--- config.mk ---
export PLATFORM = sky130hd
export DESIGN_NAME = dfp_bcd_sig_divider
export DESIGN_NICKNAME = d
export VERILOG_FILES = /design/src/rtl/dfp_bcd_sig_divider.sv
export SDC_FILE = /design/constraint.sdc
export NUM_CORES = 1
export LEC_CHECK = 0
export BUFFER_PORTS_ARGS = -buffer_cell sky130_fd_sc_hd__buf_2
export CORE_UTILIZATION = 62
export DETAILED_ROUTE_END_ITERATION = 12
export PLACE_DENSITY = 0.91
export SLEW_MARGIN = 20
export SYNTH_ARGS = -nofsm -noshare
export SYNTH_HDL_FRONTEND = slang
export SYNTH_SLANG_ARGS = --single-unit
--- constraint.sdc ---
create_clock -name clk -period 53.9 [get_ports clk]
set_input_delay 8.085 -clock clk [delete_from_list [all_inputs] [get_ports clk]]
set_output_delay 8.085 -clock clk [all_outputs]
set_load 0.03 [all_outputs]
--- src/rtl/dfp_bcd_sig_divider.sv ---
// Sequential BCD significand divider: q = floor(a*10^FD / b) by restoring digit recurrence,
// one SHIFT plus nine TRIAL clocks per quotient digit, with final remainder and sticky.
module dfp_bcd_sig_divider #(
  parameter int N  = 25,
  parameter int FD = 25
) (
  input  logic                  clk,
  input  logic                  rst_n,
  input  logic                  ce,
  input  logic                  ld,
  input  logic [N*4-1:0]        a,
  input  logic [N*4-1:0]        b,
  output logic [(N+FD)*4-1:0]   q,
  output logic [N*4-1:0]        r,
  output logic                  sticky,
  output logic                  dz,
  output logic                  busy,
  output logic                  done
);

  localparam int QD = N + FD;
  localparam int QW = QD * 4;
  localparam int PW = (N + 1) * 4;
  localparam int IW = (QD > 1) ? $clog2(QD) : 1;

  typedef enum logic [1:0] {IDLE, SHIFT, TRIAL, FIN} state_t;

  state_t          state;
  logic [QW-1:0]   d_reg;
  logic [N*4-1:0]  b_reg;
  logic [PW-1:0]   pr;
  logic [3:0]      qd;
  logic [3:0]      t;
  logic [IW-1:0]   i;

  // Digit-serial BCD subtract with borrow; caller guarantees x >= y.
  function automatic logic [PW-1:0] bcd_sub(input logic [PW-1:0] x, input logic [PW-1:0] y);
    logic [PW-1:0]      res;
    logic               br;
    logic signed [5:0]  dd;
    logic signed [5:0]  adj;
    res = '0;
    br  = 1'b0;
    for (int k = 0; k < N + 1; k++) begin
      dd = $signed({2'b00, x[4*k +: 4]}) - $signed({2'b00, y[4*k +: 4]}) - $signed({5'b00000, br});
      if (dd < 0) begin
        adj = dd + 6'sd10;
        res[4*k +: 4] = adj[3:0];
        br = 1'b1;
      end else begin
        res[4*k +: 4] = dd[3:0];
        br = 1'b0;
      end
    end
    return res;
  endfunction

  logic [PW-1:0] b_ext;
  logic [PW-1:0] pr_sub;
  logic [PW-1:0] pr_shift;
  logic          pr_ge;
  logic [3:0]    qd_inc;
  logic [3:0]    qd_fin;

  // Valid BCD orders the same as its packed binary image, so a plain magnitude compare suffices.
  always_comb begin
    b_ext    = {4'h0, b_reg};
    pr_ge    = (pr >= b_ext);
    pr_sub   = bcd_sub(pr, b_ext);
    pr_shift = {pr[PW-5:0], d_reg[QW-1 -: 4]};
    qd_inc   = qd + 4'd1;
    qd_fin   = pr_ge ? qd_inc : qd;
  end

  always_ff @(posedge clk or negedge rst_n) begin
    if (!rst_n) begin
      state  <= IDLE;
      d_reg  <= '0;
      b_reg  <= '0;
      pr     <= '0;
      qd     <= '0;
      t      <= '0;
      i      <= '0;
      q      <= '0;
      r      <= '0;
      sticky <= 1'b0;
      dz     <= 1'b0;
      busy   <= 1'b0;
      done   <= 1'b0;
    end else if (ce) begin
      if (ld) begin
        d_reg  <= {a, {(FD*4){1'b0}}};
        b_reg  <= b;
        pr     <= '0;
        qd     <= '0;
        t      <= '0;
        i      <= '0;
        q      <= '0;
        r      <= '0;
        sticky <= 1'b0;
        if (b == '0) begin
          dz    <= 1'b1;
          done  <= 1'b1;
          busy  <= 1'b0;
          state <= IDLE;
        end else begin
          dz    <= 1'b0;
          done  <= 1'b0;
          busy  <= 1'b1;
          state <= SHIFT;
        end
      end else begin
        case (state)
          SHIFT: begin
            pr    <= pr_shift;
            d_reg <= {d_reg[QW-5:0], 4'h0};
            qd    <= '0;
            t     <= '0;
            state <= TRIAL;
          end
          TRIAL: begin
            if (pr_ge) begin
              pr <= pr_sub;
              qd <= qd_inc;
            end
            if (t == 4'd8) begin
              q <= {q[QW-5:0], qd_fin};
              if (i == IW'(QD - 1)) begin
                state <= FIN;
              end else begin
                i     <= i + IW'(1);
                state <= SHIFT;
              end
            end else begin
              t <= t + 4'd1;
            end
          end
          FIN: begin
            r      <= pr[N*4-1:0];
            sticky <= |pr;
            busy   <= 1'b0;
            done   <= 1'b1;
            state  <= IDLE;
          end
          default: begin
            state <= IDLE;
          end
        endcase
      end
    end
  end

endmodule

### After elaboration in Yosys (flattened, before gate mapping)

Cells that the tools add are included.

| operators by class | value |
|---|---|
| add/sub/neg operators | 79 |
| magnitude comparators | 27 |
| equality and inequality tests | 9 |
| mux-type cells | 84 |
| reduce and logical (&&, ||, !) cells | 16 |

Operators by type and width:

| kind | number |
|---|---|
| $mux W200 | 5 |
| $mux W104 | 2 |
| $pmux W104 S2 | 1 |
| $mux W100 | 2 |
| $lt A6 B1 Y1 const B | 24 |
| $sub A5 B2 Y6 | 24 |
| $sub A4 B4 Y5 | 25 |
| $mux W4 | 30 |
| $add A4 B4 Y4 const B | 26 |
| $ge A104 B100 Y1 | 1 |
| $reduce_or A104 Y1 | 1 |
| $logic_not A100 Y1 | 1 |
| $mux W1 | 34 |
| $mux W6 | 4 |
| $pmux W4 S2 | 2 |
| $lt A5 B1 Y1 const B | 2 |
| $reduce_and A2 Y1 | 5 |
| $ne A3 B3 Y1 const B | 3 |
| $reduce_and A3 Y1 | 3 |
| $add A4 B1 Y4 const B | 2 |
| $reduce_bool A2 Y1 | 4 |
| $add A6 B1 Y6 const B | 1 |
| $eq A6 B6 Y1 const B | 1 |
| $mux W2 | 3 |
| 8 further kinds | 9 |

| storage, ports and cells | value |
|---|---|
| register bits after elaboration | 724 |
| bits of input ports | 204 |
| output and inout port bits | 304 |
| word-level logic and storage cells | 228 |

### Logic depth before layout (Yosys ltp)

Gate-level depths: netlist of the first run.

| depth | value |
|---|---|
| depth after elaboration | 81 |
| depth in mapped cells | 126 |

### Least setup slack after synthesis of the first run

OpenSTA, ideal clock, no wires.

| timing | value |
|---|---|
| path type | reg2reg |
| start | reg pr[0] |
| end | reg pr[103] |
| arrival | 20421 ps |
| required time | 53762 ps |
| path slack | 33341 ps |
| stages on the path, launching flop included | 127 |
| cell sequence | dfrtp_1 > inv_1 > ha_1 > inv_1 > fa_1 > a21o_1 > a21oi_2 > ha_1 > and3_1 > inv_1 > o21ai_0 > ha_1 > and3_1 > a21oi_1 > inv_1 > ha_1 > and3_1 > a21oi_1 > [... 91 more ...] > a41o_1 > ha_1 > nand2b_1 > o31a_1 > o32a_1 > o21ai_0 > a41o_1 > ha_1 > ha_1 > nor2b_1 > nand2b_1 > ha_1 > nand2b_1 > mux2_2 > o22ai_1 > nand2_1 > o21ai_0 > o31ai_1 |

| between the ends | value |
|---|---|
| word-level cells in the longest chain between the ends | 81 |
| elaborated cells between the ends (all ways) | 85 |
| classes of those cells | 27 x add/sub; 27 x order compare; 1 x eq/ne; 29 x mux; 1 x reduce/logical |

Ends and longest elaborated chain:

| what | RTL line | source |
|---|---|---|
| from (decl) | 31 | `logic [PW-1:0] pr;` |
| from (signal assigned) | 115 | `pr <= pr_shift;` |
| from (signal assigned) | 123 | `pr <= pr_sub;` |
| $sub A4 B4 Y5 | 45 | `dd = $signed({2'b00, x[4*k +: 4]}) - $signed({2'b00, y[4*k +: 4]}) - $signed({5'b00000, br});` |
| $lt A5 B1 Y1 | 46 | `if (dd < 0) begin` |
| $mux W1 | 46 |  |
| $sub A5 B2 Y6 | 45 |  |
| $lt A6 B1 Y1 | 46 |  |
| $mux W1 | 46 |  |
| $sub A5 B2 Y6 | 45 |  |
| $lt A6 B1 Y1 | 46 |  |
| [... 65 more ...] | n/a |  |
| $lt A6 B1 Y1 | 46 |  |
| $mux W1 | 46 |  |
| $sub A4 B1 Y5 | 45 |  |
| $add A4 B4 Y4 / $lt A5 B1 Y1 (equally long branches) | 47, 46 |  |
| $mux W4 | 46 |  |
| $mux W104 | 122 | `if (pr_ge) begin` |
| $pmux W104 S2 | 113 | `case (state)` |
| $mux W104 | 91 | `if (ld) begin` |

Parallel ways exist; a longest one is shown, timed or not. The select of a mux whose other input is x is not followed.
A chain may end at the register's enable or synchronous reset.

### Worst setup path after layout of the first run

Ends and elaborated chain as after synthesis.

==> results of run 1 <==
## critical path: cells and delay by family, from the launching register on
family	cells	cell delay, ns
buffers and inverters	19	1.53
adders and majority gates	29	6.19
DFF	1	0.42
AOI/OAI and AO/OA	48	9.59
and+or+nand+nor	29	4.81
muxes	1	0.26
## area by class of cell
cell class	instances	area, um^2
multi-input combinational	2105	15900
sequential	624	15600
tap	688	861
timing repair buffer	530	2770
fill	3511	14300
antenna	17	42.5
clock inverter	29	339
clock buffer	92	1940
inverter	241	905
## routing by layer
layer / vias up / part of all wire (%)
met1: 13524 / 40
met5: - / 0.029
met4: 4 / 5.0
met2: 1190 / 48
li1: 12231 / -
met3: 296 / 7.3
## through the flow
step | area (um^2) | utilization [%] | hold WS [ns] | std cells | power [mW]
global placement | 36000 | 68.3 | 0.456 | 4187 | 0.989
CTS | 38300 | 72.7 | 0.477 | 4308 | 1.49
global route | 38300 | 72.8 | 0.502 | 4320 | 1.58
detailed placement | 36000 | 68.3 | 0.465 | 4187 | 1.01
floorplan | 33100 | - | 0.445 | 3162 | 0.892
finish | 38300 | 72.8 | 0.475 | 4326 | 1.50
## final timing paths
check	from	to	slack, ns	depth (start not counted)
hold / removal	busy$_DFFE_PN0P_	busy$_DFFE_PN0P_	0.47	1
setup reg to reg	pr[0]$_DFFE_PN0P_	pr[103]$_DFFE_PN0P_	30.89	126
max in group asynchronous	rst_n	q[101]$_DFFE_PN0P_	43.36	4
setup / recovery	pr[0]$_DFFE_PN0P_	pr[103]$_DFFE_PN0P_	30.89	126
min in group asynchronous	rst_n	b_reg[26]$_DFFE_PN0P_	7.49	1
hold reg to reg	busy$_DFFE_PN0P_	busy$_DFFE_PN0P_	0.47	1
## cells in the final DEF, fill, tap and decap left out, types with 19 or more instances in the layout
cell type,Yosys,routed
nor3_1,24,24
mux2i_1,121,121
a21oi_1,103,103
xor2_1,25,25
fa_1,25,25
inv_1,241,240
nor2_1,118,117
nor4_1,58,57
buf_4,9,19
a21o_1,71,71
o31ai_2,21,21
ha_1,208,207
dfrtp_1,624,624
clkbuf_16,0,72
a2111oi_0,41,41
mux2_2,20,20
a22o_1,303,303
buf_2,8,505
nand2_1,345,345
o41ai_2,39,39
xnor2_1,104,104
nand4_1,36,36
o21ai_0,241,240
## where the power goes
group          switching [mW]  total, mW  internal [mW]
Combinational           0.275      0.472          0.197
Sequential             0.0385      0.545          0.506
Clock                   0.196      0.479          0.283
## cells by family (layout without fill, tap and decap cells)
family / Yosys count / in the layout
buffers and inverters: 433 / 892
DFF: 624 / 624
xor gates and xnor gates: 129 / 129
muxes: 141 / 141
AOI/OAI and AO/OA: 924 / 924
adders and majority gates: 233 / 233
other: 0 / 17
and+or+nand+nor: 678 / 678
==> impl_results.md, run 1 <==
- Routed vias: 27245
- H-tree depth: 3
- Max IR drop VDD: 29.3 uV
- First-pass GRT wire length: 142000 um
- Post-synth top area share: 47.1%
- Max_slew headroom: 14.9%
- Mean post-synth cell area: 10.5 um^2
- Area delta synth->final: 15.8%
- RSZ-0062 raised after global routing: no
- Port buffer count: 507
- Power per Cell Area: 39.0 nW/um^2
- Die ar.: 54300 um^2
- Arr. time, crit path: 23.46 ns
- Drc violations: 0
- Clock Latency Late Sink: 0.62 ns
- RePlAce Congestion: 0.969
- Main flop type after synthesis: dfrtp_1
- Largest family of logic cells by synthesized area: compound AO/OA/AOI/OAI gates
- Post-Synth Adder-Cell Area: 9.37%
- Clk slew on worst S/H paths: 0.06 ns
- Synth cell types: 66
- Period utilization: 42.7%
- Num rows: 84
- Maximum clock rate: 43.5 MHz
- Clock root buffer: clkbuf_16
- Setup ws final: 30.89 ns
- Worst Setup Start Kind: flop
- Via/cell ratio: 6.30
- Vias in the first global route: 26180
- Final WL: 93100 um
- Largest cells by area after synthesis: dfrtp_1 (47%), a22o_1 (8.0%), ha_1 (7.9%)
- Accumulated negative setup slack: 0 ns
- CTS max path bufs: 3
- WL per Instance: 21.5 um
- Part of the Yosys area used for sequential elements: 47.1%
- Crit path top cell by count: ha_1
- GRT overflow: 0
- Core footprint: 52700 um^2
- Antenna violations before repair: 15
- Synth area leader: dfrtp_1
- Largest net degree at the start of global routing: 143
- Simple-gate share of the synthesized area: 9.34%
- Starting density of the core: 62.9%
- Final nets: 4007
- Worst EP required: 54.35 ns
- Met2 usage: 53.3%
- Layout cells sized above 1: 20.3%
- Async SR Flop Fraction: 100%
- Max-Cap Viols: 0
- Hold_buf cts: 0
- Max-slew violations: 0
- Min-delay worst type: flop to flop
- Pleak: 19.6 nW
- Post-DP HPWL: 64300 um
- GRT busiest layer: met2
- Biggest registers after layout: q x200, pr x104
- Final setup fails: 0
- Crit Path Max Fanout: 5
- Clk_skew: 0.0264 ns
- TritonCTS buffer count: 68
- Post-Synthesis Cell Area: 33100 um^2
- Syn_nets: 3599
- Cell at the slowest stage of the critical path: dfrtp_1
- Ys Warns: 0
- Pre-CTS WS: 31.20 ns
- Postcts setup bufs: 0
- Compound-cell area share of the yosys netlist: 21.2%
- Crit Path Class: flop to flop
- Outcome: finished clean
- Post-DRT Antenna Nets: 0
- Top-count cell post-synth: dfrtp_1
- Period minus WS final: 23.01 ns
- Slowest stage delay, CP: 0.42 ns
- Die height: 233 um
- Number of flip-flops in the largest register: 200
- Yosys reg bits: 624
- Top reg by flops: q
- Drt pass-1 iters: 5
- Xor/xnor share of the synthesized area: 3.41%
- Drt initial violations: 2320
- Final Hold Violating Endpoints: 0
- CTS tree: yes
- CTS sink count: 624
- Synth top cells by count: dfrtp_1 (624), nand2_1 (345), a22o_1 (303)
- Global Route met3 Usage: 7.19%
- Crit. End Element: flop
- EDFF count, synth: 0
- Die W: 233 um
- All-Layer GR Usage: 33.3%
- Ports: 508
- Met1 Usage GRT: 43.1%
- Post-CTS sizing: 0
- Synth Instances: 3162
- Mux cell area share after synthesis: 4.34%
- Slew @ Worst Pin: 1.28 ns
(Power assumes the default switching activity.)
==> inputs of run 2 (changes only) <==
- CORE_UTILIZATION: 62 -> 58
- PLACE_DENSITY: 0.91 -> 0.86
- clock period: 53.9 -> 21.5 ns (I/O delays scaled with it)
==> run 2 against run 1 <==
Net effect:
- register-to-register slack worse by 30 ns
- first-iteration DRC count is 1.0% lower
- power grew to 2.5 times the previous value
- final cell count is 1.8% higher
- die area grew 6.8%
- setup slack worse by 30 ns
- count of clock-buffer cells in the layout unchanged
- core utilization decreased by 4.3 points
- hold slack got worse by 0.0038 ns
- sequential power increased by 150%
- combinational power grew to 2.6 times the previous value
- critical endpoint unchanged
- largest cell class unchanged
==> impl_results.md, run 2 (synthesis gave the netlist of run 1 again) <==
- Min-delay worst type: flop to flop
- Clk_skew: 0.0189 ns (-0.00755 ns)
- Crit Path Max Fanout: 5 (unchanged)
- Final Hold Violating Endpoints: 0 (unchanged)
- CTS sink count: 624 (unchanged)
- Max-slew violations: 0 (unchanged)
- Largest net degree at the start of global routing: 169 (+18%)
- Hold_buf cts: 0 (unchanged)
- Most frequent cells in the layout: dfrtp_1 (624), buf_2 (505), nand2_1 (345), a22o_1 (303), inv_1 (240)
- Antenna violations before repair: 7 (-8)
- Die height: 241 um (+3.4%)
- Die ar.: 58100 um^2 (+6.8%)
- Drt initial violations: 2296 (-1.0%)
- Clock network power share: 31.2% (-0.8 points)
- H-tree depth: 3 (unchanged)
- Final nets: 4029 (+0.55%)
- Via/cell ratio: 6.06 (-3.8%)
- Placed Cells: 4268 (+1.9%)
- Top reg by flops: q
- Sequential power share: 36.3% (about the same)
- Sw Share: 34.2% (+0.14 points)
- Layout cells sized above 1: 21.4% (+1.1 points)
- Final std cells w/o fill: 4403 (+1.8%)
- Period utilization: 94.5% (+52 points)
- Worst EP required: 21.94 ns (-32.41 ns)
- TritonCTS buffer count: 68 (unchanged)
- CTS tree: yes
- Worst Setup Start Kind: flop
- Most common cell after layout, fill and taps aside: dfrtp_1
- Final WL: 91400 um (-1.9%)
- Period minus WS final: 20.31 ns (-2.70 ns)
- CTS max path bufs: 3 (unchanged)
- Crit path top cell by count: ha_1
- Internal power: 2.47 mW (+150%)
- Routed vias: 26670 (-2.1%)
- Crit. End Element: flop
- Slowest stage delay, CP: 0.40 ns (-0.02 ns)
- WL per Instance: 20.8 um (-3.6%)
- Switching pwr: 1.28 mW (+150%)
- First-pass GRT wire length: 140000 um (-1.9%)
- Final setup fails: 0 (unchanged)
- GRT overflow: 0 (unchanged)
- RePlAce Congestion: 0.917 (-5.3%)
- Area delta synth->final: 16.6%
- Arr. time, crit path: 20.75 ns (-2.71 ns)
- Filler Cell Count: 4141 (+18%)
- Number of flip-flops in the largest register: 200 (unchanged)
- Core footprint: 56400 um^2 (+7.1%)
- Vias in the first global route: 25460 (-2.8%)
- Slew @ Worst Pin: 1.06 ns (-0.216 ns)
- Outcome: finished clean
- Max IR drop VDD: 75.3 uV (+160%)
- Ports: 508 (unchanged)
- Drc violations: 0 (unchanged)
- Biggest registers after layout: q x200, pr x104
- Drt pass-1 iters: 5 (unchanged)
- Clk slew on worst S/H paths: 0.06 ns (about the same)
- Logic gate share of total power: 32.4% (+0.8 points)
- Num rows: 87 (+3.6%)
- Max_slew headroom: 28.6% (+14 points)
- Maximum clock rate: 49.2 MHz (+13%)
- Clock root buffer: clkbuf_16
- Starting density of the core: 58.7% (-4.2 points)
- Clock Latency Late Sink: 0.60 ns (-0.02 ns)
- Port buffer count: 507 (unchanged)
- Crit Path Class: flop to flop
- Tot Pwr: 3.75 mW (+150%)
- Post-DP HPWL: 64500 um (+0.39%)
- Pleak: 19.6 nW (+0.41%)
- Cell at the slowest stage of the critical path: dfrtp_1
- Post-DRT Antenna Nets: 0 (unchanged)
- Max-Cap Viols: 0 (unchanged)
- All-Layer GR Usage: 30.7% (-2.6 points)
- Die W: 241 um (+3.4%)
- Power per Cell Area: 97.1 nW/um^2 (+150%)
-- run 2: cell count changes in the layout (fill, tap and decap cells not counted), moves of 6 or more --
| cell | before | now |
|---|---|---|
| a21oi_4 | 0 | 7 |
| and3_1 | 18 | 11 |
| buf_4 | 19 | 42 |
| diode_2 | 17 | 7 |
| a21oi_1 | 103 | 90 |
| a21oi_2 | 1 | 7 |
| and3_2 | 0 | 7 |
-- run 2: timing repair --
| action | in CTS | in global routing |
|---|---|---|
| buffers inserted | 0 | 9 |
| endpoints found under the setup margin | 2 | 7 |
| gates resized for setup | 4 | 29 |
| pin swaps | 0 | 10 |
| hold endpoints to repair | 0 | 0 |
| cloned | 0 | 0 |
-- run 2: worst max-delay path: cells and delay by family, from the launching register on --
family	cells	cell delay (ns)
compound gates	48	7.30
fa+ha+maj	29	5.79
simple gates	29	5.10
buf+inv	19	1.27
flops	1	0.40
mux	1	0.26
-- run 2: path summary, 6_finish.rpt --
kind                                   startpoint  slack (ns)  depth (start not counted)                      to
setup / recovery                pr[0]$_DFFE_PN0P_        1.19                        126     pr[103]$_DFFE_PN0P_
hold / removal             d_reg[199]$_DFFE_PN0P_        0.47                          2  d_reg[199]$_DFFE_PN0P_
setup reg to reg                pr[0]$_DFFE_PN0P_        1.19                        126     pr[103]$_DFFE_PN0P_
hold reg to reg            d_reg[199]$_DFFE_PN0P_        0.47                          2  d_reg[199]$_DFFE_PN0P_
max in group asynchronous                   rst_n       15.51                          4       q[90]$_DFFE_PN0P_
min in group asynchronous                   rst_n        2.73                          1       r[28]$_DFFE_PN0P_
-- run 2: per-layer routing --
layer | GRT usage (%) | up-vias | routed length [um]
met4 | 13.5 | 2 | 3960
met2 | 48.8 | 941 | 43700
met1 | 41.1 | 13222 | 37800
met5 | 0 | - | 10
li1 | - | 12277 | -
met3 | 5.64 | 228 | 5820
-- run 2: layout make-up --
class,count,area (um^2),area share [%]
clock buffers,92,1900,4.92
clock inverters,26,294,0.761
inverters,241,905,2.34
multi-input cells,2105,16000,41.5
repair buffers,552,2930,7.59
well taps,756,946,2.45
diodes,7,17.5,0.0453
flip-flops and latches,624,15600,40.4
-- run 2: power by group through the flow --
stage,sequential (mW),combinational [mW],clock (mW)
6_report,1.36,1.22,1.17
3_3_place_gp,1.38,1.12,0
5_1_grt,1.37,1.36,1.23
2_1_floorplan,1.35,0.883,0
4_1_cts,1.36,1.18,1.19
3_5_place_dp,1.38,1.16,0
-- run 2: through the flow --
stage               utilization (%)  TNS (ns)  instance area, um^2  hold WS (ns)  worst slack [ns]
floorplan                         -         0                33100         0.445             0.941
global placement               64.2         0                36200         0.457             0.445
detailed placement             64.2    -0.252                36200         0.467            -0.238
CTS                            68.1         0                38400         0.480            0.0576
global route                   68.5    -0.156                38600         0.496            -0.156
finish                         68.5         0                38600         0.471              1.19
